**config.mk**
```make
export PLATFORM = sky130hd
export DESIGN_NAME = spi_master_flat
export DESIGN_NICKNAME = d
export VERILOG_FILES = /design/src/rtl/spi_master_if.sv /design/src/rtl/spi_master.sv /design/src/flat_wrapper.sv
export SDC_FILE = /design/constraint.sdc
export NUM_CORES = 1
export LEC_CHECK = 0
export ABC_AREA = 1
export BUFFER_PORTS_ARGS = -buffer_cell sky130_fd_sc_hd__buf_4
export CORE_UTILIZATION = 45
export CTS_BUF_LIST = sky130_fd_sc_hd__clkbuf_4 sky130_fd_sc_hd__clkbuf_8
export DETAILED_ROUTE_END_ITERATION = 8
export GPL_TIMING_DRIVEN = 1
export PLACE_DENSITY_LB_ADDON = 0.25
export SKIP_LAST_GASP = 1
export SLEW_MARGIN = 30
export SYNTH_ARGS = -nofsm -noshare
export SYNTH_HDL_FRONTEND = slang
export SYNTH_SLANG_ARGS = --single-unit
```
**constraint.sdc**
```tcl
create_clock -name clk -period 1.7 [get_ports clk]
set_clock_uncertainty 0.1 [all_clocks]
set_input_delay 0.34 -clock clk [delete_from_list [all_inputs] [get_ports clk]]
set_output_delay 0.34 -clock clk [all_outputs]
set_load 0.1 [all_outputs]
```
**src/rtl/spi_master_if.sv**
```systemverilog
// Bus between the on-chip requester and the SPI master, including the SPI pins.
interface spi_master_if #(
    parameter int unsigned WIDTH = 8
);
    logic             start;
    logic [WIDTH-1:0] tx_data;
    logic             busy;
    logic             done;
    logic [WIDTH-1:0] rx_data;
    logic             sclk;
    logic             cs;
    logic             mosi;
    logic             miso;

    modport master (
        input  start, tx_data, miso,
        output busy, done, rx_data, sclk, cs, mosi
    );

    modport slave (
        output start, tx_data, miso,
        input  busy, done, rx_data, sclk, cs, mosi
    );
endinterface

```
**src/rtl/spi_master.sv**
```systemverilog
// Single-word full-duplex SPI master: SCLK idles low, MOSI changes on the rise,
// MISO is sampled on the fall, MSB first. Every output is a register.
module spi_master #(
    parameter int unsigned WIDTH   = 8,
    parameter int unsigned CLK_DIV = 2
) (
    input  logic          clk,
    input  logic          rst,
    spi_master_if.master  bus
);
    localparam int unsigned DIV_W = $clog2(CLK_DIV + 1);
    localparam int unsigned BIT_W = $clog2(WIDTH + 1);

    typedef enum logic [2:0] {
        IDLE,
        SETUP,
        SCLK_HIGH,
        SCLK_LOW,
        GAP
    } state_t;

    state_t             state, state_d;
    logic [DIV_W-1:0]   div, div_d;
    logic [BIT_W-1:0]   bit_cnt, bit_cnt_d;
    logic [WIDTH-1:0]   shift, shift_d;
    logic [WIDTH-1:0]   rx_shift, rx_shift_d;
    logic [WIDTH-1:0]   rx_data, rx_data_d;
    logic               cs, cs_d;
    logic               sclk, sclk_d;
    logic               mosi, mosi_d;
    logic               busy, busy_d;
    logic               done, done_d;
    logic               div_last;

    assign div_last = (div == DIV_W'(CLK_DIV - 1));

    // State and output registers
    always_ff @(posedge clk) begin
        if (rst) begin
            state    <= IDLE;
            div      <= '0;
            bit_cnt  <= '0;
            shift    <= '0;
            rx_shift <= '0;
            rx_data  <= '0;
            cs       <= 1'b1;
            sclk     <= 1'b0;
            mosi     <= 1'b0;
            busy     <= 1'b0;
            done     <= 1'b0;
        end else begin
            state    <= state_d;
            div      <= div_d;
            bit_cnt  <= bit_cnt_d;
            shift    <= shift_d;
            rx_shift <= rx_shift_d;
            rx_data  <= rx_data_d;
            cs       <= cs_d;
            sclk     <= sclk_d;
            mosi     <= mosi_d;
            busy     <= busy_d;
            done     <= done_d;
        end
    end

    // Next state and next register values; outputs are computed one cycle early
    always_comb begin
        state_d    = state;
        div_d      = div;
        bit_cnt_d  = bit_cnt;
        shift_d    = shift;
        rx_shift_d = rx_shift;
        rx_data_d  = rx_data;
        cs_d       = cs;
        sclk_d     = sclk;
        mosi_d     = mosi;
        busy_d     = busy;
        done_d     = 1'b0;

        if (state != IDLE) begin
            div_d = div_last ? '0 : div + DIV_W'(1);
        end

        unique case (state)
            IDLE: begin
                if (bus.start && !busy) begin
                    state_d    = SETUP;
                    div_d      = '0;
                    bit_cnt_d  = '0;
                    shift_d    = bus.tx_data;
                    rx_shift_d = '0;
                    cs_d       = 1'b0;
                    busy_d     = 1'b1;
                    sclk_d     = 1'b0;
                    mosi_d     = 1'b0;
                end
            end
            SETUP: begin
                if (div_last) begin
                    state_d = SCLK_HIGH;
                    sclk_d  = 1'b1;
                    mosi_d  = shift[WIDTH-1];
                    shift_d = {shift[WIDTH-2:0], 1'b0};
                end
            end
            SCLK_HIGH: begin
                if (div_last) begin
                    state_d    = SCLK_LOW;
                    sclk_d     = 1'b0;
                    rx_shift_d = {rx_shift[WIDTH-2:0], bus.miso};
                    bit_cnt_d  = bit_cnt + BIT_W'(1);
                end
            end
            SCLK_LOW: begin
                // The last low half-period doubles as the CS hold time
                if (div_last) begin
                    if (bit_cnt == BIT_W'(WIDTH)) begin
                        state_d   = GAP;
                        cs_d      = 1'b1;
                        done_d    = 1'b1;
                        rx_data_d = rx_shift;
                        mosi_d    = 1'b0;
                    end else begin
                        state_d = SCLK_HIGH;
                        sclk_d  = 1'b1;
                        mosi_d  = shift[WIDTH-1];
                        shift_d = {shift[WIDTH-2:0], 1'b0};
                    end
                end
            end
            GAP: begin
                if (div_last) begin
                    state_d = IDLE;
                    busy_d  = 1'b0;
                end
            end
            default: state_d = IDLE;
        endcase
    end

    assign bus.cs      = cs;
    assign bus.sclk    = sclk;
    assign bus.mosi    = mosi;
    assign bus.busy    = busy;
    assign bus.done    = done;
    assign bus.rx_data = rx_data;
endmodule

```
**src/flat_wrapper.sv**
```systemverilog
// flat-port wrapper written by rule: the top's interface ports become plain ports
module spi_master_flat 
#(
    parameter int unsigned WIDTH   = 8,
    parameter int unsigned CLK_DIV = 2
)
  (clk, rst, bus_start, bus_tx_data, bus_miso, bus_busy, bus_done, bus_rx_data, bus_sclk, bus_cs, bus_mosi);
  spi_master_if #(.WIDTH(WIDTH)) bus_i ();
  input  logic clk;
  input  logic rst;
  input wire logic [$bits(bus_i.start)-1:0] bus_start;
  input wire logic [$bits(bus_i.tx_data)-1:0] bus_tx_data;
  input wire logic [$bits(bus_i.miso)-1:0] bus_miso;
  output wire logic [$bits(bus_i.busy)-1:0] bus_busy;
  output wire logic [$bits(bus_i.done)-1:0] bus_done;
  output wire logic [$bits(bus_i.rx_data)-1:0] bus_rx_data;
  output wire logic [$bits(bus_i.sclk)-1:0] bus_sclk;
  output wire logic [$bits(bus_i.cs)-1:0] bus_cs;
  output wire logic [$bits(bus_i.mosi)-1:0] bus_mosi;
  assign bus_i.start = bus_start;
  assign bus_i.tx_data = bus_tx_data;
  assign bus_i.miso = bus_miso;
  assign bus_busy = bus_i.busy;
  assign bus_done = bus_i.done;
  assign bus_rx_data = bus_i.rx_data;
  assign bus_sclk = bus_i.sclk;
  assign bus_cs = bus_i.cs;
  assign bus_mosi = bus_i.mosi;
  spi_master #(.WIDTH(WIDTH), .CLK_DIV(CLK_DIV)) u_core (.clk(clk), .rst(rst), .bus(bus_i));
endmodule
```
==> flow_summary.toml <==
[synthesis]
synth_most_common_cell = "nand2_1"
yosys.area_share.simple_pct = 28.9
synthesis.area_sq_um = 1710
synthTopCellsByArea = "dfxtp_1, nand2_1, a21oi_1"
synth-compound-area-share_pct = 14.5
synth_top_family_by_area = "simple AND/OR/NAND/NOR gates"
yosys.area_share.adder_pct = 1.46
netlist-cell-type-count = 27
synth_top_area_cell = "dfxtp_1"
muxShareOfSynthArea_pct = 0
synth_xor_area_share_pct = 0.512
synth_flop_cell = "dfxtp_1"
syn_inst = 239
syn_avg_cell_area_sq_um = 7.16
seq_area_frac_synth_pct = 44.4
ys_ff_latch = 38
synth_nets = 253
synth-async-reset-ratio_pct = 0
synth_edf_count = 0
ys_top_cells_by_count = "nand2_1, dfxtp_1, nor2_1, inv_1, a21oi_1"
synth_warnings = 0
yosysTopAreaCellShare_pct = 44.4

[pwr]
sw_frac_of_total_pct = 38.6
power_density_nw_per_um2 = 1430
pwr-share-comb_pct = 38.3
p_switching_uw = 1170
seqPwrFrac_pct = 36.1
leakagePower_uw = 0.000901
power_frac_clock_pct = 25.5
p_int_uw = 1860
peakVddDrop_v = 0.000791

[grt]
antenna_found_initial = 0
track_usage_pct = 18.0
use_met1_pct = 20.7
use_met3_pct = 7.25
grtUsageMet2_pct = 29.7
grt-ovfl-total = 0
busiest_layer = "met2"
grt_pass1_vias = 1304
grt_max_degree = 19
grt_pass1_wl_microns = 5540

[drt]
drtAntennaViolNets = 0
wl_microns = 3480
drc = 1
vias_per_cell = 4.83
first_pass_iters = 6
wire_per_inst_microns = 11.0
drtIter0Drc = 66
vias = 1536

[worst_setup_path]
critPathCaptureType = "flop"
cp.required_ns = 1.78
crit_fanout = 5
crit_type = "reg2reg"
cp.arrival_ns = 1.62
max_stage_delay_ns = 0.35
critPathTopFamily = "simple AND/OR/NAND/NOR gates"
crit_path_cell_trace = "inv_1, ha_1, nand2_1, nor2_2, nand2_2, nand2_1, nand3_1, nand2_1, nand3_1"
crit_buf_inv = 1
crit_path_start_kind = "flop"
cpMostUsedCell = "nand2_1"
slowest_stage = "dfxtp_1"

[place]
dp_hpwl_microns = 2390
place_inst = 310
pre_cts_ws_ns = 0.0347
io_buffers = 24
gp_congestion = 0.839

[layout]
multi_input_area_sq_um = 810
finish.utilization_pct = 57.6
layout-drive-gt1-share_pct = 19.6
regArea_sq_um = 762
area_growth_pct = 23.2
finalNonFillerCells = 318
fillers = 376
diodes = 0
final_nets = 284

[clock_tree]
ctsLongestPathBuffers = 2
clkLatencyLatePin_ns = 0.29
cts_inserted_buffers = 5
clock_sinks = 38
ctsHoldBuffers = 0
clk_pin_slew_ns = 0.07
post_cts_buffers = 0
clock-root-buffer = "clkbuf_8"
cts_tree = "built"
cts_resized = 0
htreeDepth = 2

[timing]
hold_viol = 0
worst_pin_slew_ns = 0.311
max_slew_margin_pct = 79.2
rsz0062_at_grt = "no"
setup_violations = 0
setup_slack_ns = 0.160
finalSetupTns_ns = 0
fmaxAchievable_mhz = 650
period_minus_slack_ns = 1.54
fin_crit_sh_pct = 90.6
drv_slew = 0

[status]
status = "complete, but fails checks"
violations = "DRC"

[die]
io_pins = 25
dieArea_sq_um = 4050
core_area_sq_um = 3660
die_h_microns = 63.7
die_w_microns = 63.7
rows = 22
start_util_pct = 46.8

[worst_hold_path]
hold_path_class = "in2reg"

[run]
drv_cap = 0
[flip-flops by register name, indices dropped and copies added (netlist names)]
signal,count
u_core.bit_cnt,4
u_core.bus.busy,1
u_core.bus.cs,1
u_core.bus.done,1
u_core.bus.mosi,1
u_core.bus.rx_data,8
u_core.bus.sclk,1
u_core.div,2
u_core.rx_shift,8
u_core.shift,8
u_core.state,3
[tightest hold or removal path, cell delays in order]
cell     delay, ns
buf_4         0.11
nand2_1       0.05
a21oi_1       0.05
[final timing paths]
| kind | startpoint | to | slack (ns) | cells past startpoint |
|---|---|---|---|---|
| worst min-delay path | bus_miso | u_core.rx_shift[0] | 0.21 | 3 |
| worst max-delay path | u_core.bit_cnt[0] | u_core.bus.cs | 0.16 | 9 |
| worst max register to register | u_core.bit_cnt[0] | u_core.bus.cs | 0.16 | 9 |
| worst min register to register | u_core.bus.rx_data[3] | u_core.bus.rx_data[3] | 0.35 | 2 |
[layer usage]
layer | up-vias | wire, microns
li1 | 814 | -
met1 | 696 | 1700
met2 | 21 | 1630
met3 | 5 | 101
met4 | 0 | 53
met5 | - | 0
[power groups by stage]
stage | Combinational [uW] | Sequential [uW] | Clock (uW)
final | 1160 | 1090 | 773
after global routing | 1300 | 1110 | 842
after CTS | 1120 | 1090 | 790
after detailed placement | 1110 | 1110 | 0
after global placement | 1100 | 1110 | 0
after floorplan | 671 | 1320 | 0
[cells in the final DEF (no fill, tap or decap), drive strengths merged]
cell,n
inv,30
bufinv,1
o21bai,2
o21ai,18
nand2,65
nor2,34
clkbuf,6
nand3,9
ha,2
nand4,4
xnor2,1
o21a,1
a31oi,2
nor3,1
buf,32
a21oi,24
dfxtp,38
[final cells by class]
type | instances | share of cell area [%]
multi-input cells | 163 | 38.4
well taps | 48 | 2.85
clock buffers | 6 | 3.91
flip-flops and latches | 38 | 36.1
repair buffers | 32 | 12.0
inverters | 30 | 5.34
clock inverters | 1 | 1.42
[metrics by stage]
stage / area [sq um] / hold slack, ns / power (uW)
floorplan: 1710 / 0.330 / 2000
global placement: 1970 / 0.334 / 2210
detailed placement: 1970 / 0.337 / 2220
CTS: 2080 / 0.201 / 3000
global route: 2110 / 0.233 / 3250
finish: 2110 / 0.209 / 3030
[logic make-up after synthesis]
kind of cell	Yosys count
adder cells (fa/ha/maj)	2
AO/OA/AOI/OAI	47
XOR/XNOR	1
flip-flops	38
AND/OR/NAND/NOR	112
buffers and inverters	39
(Power assumes the default switching activity.)
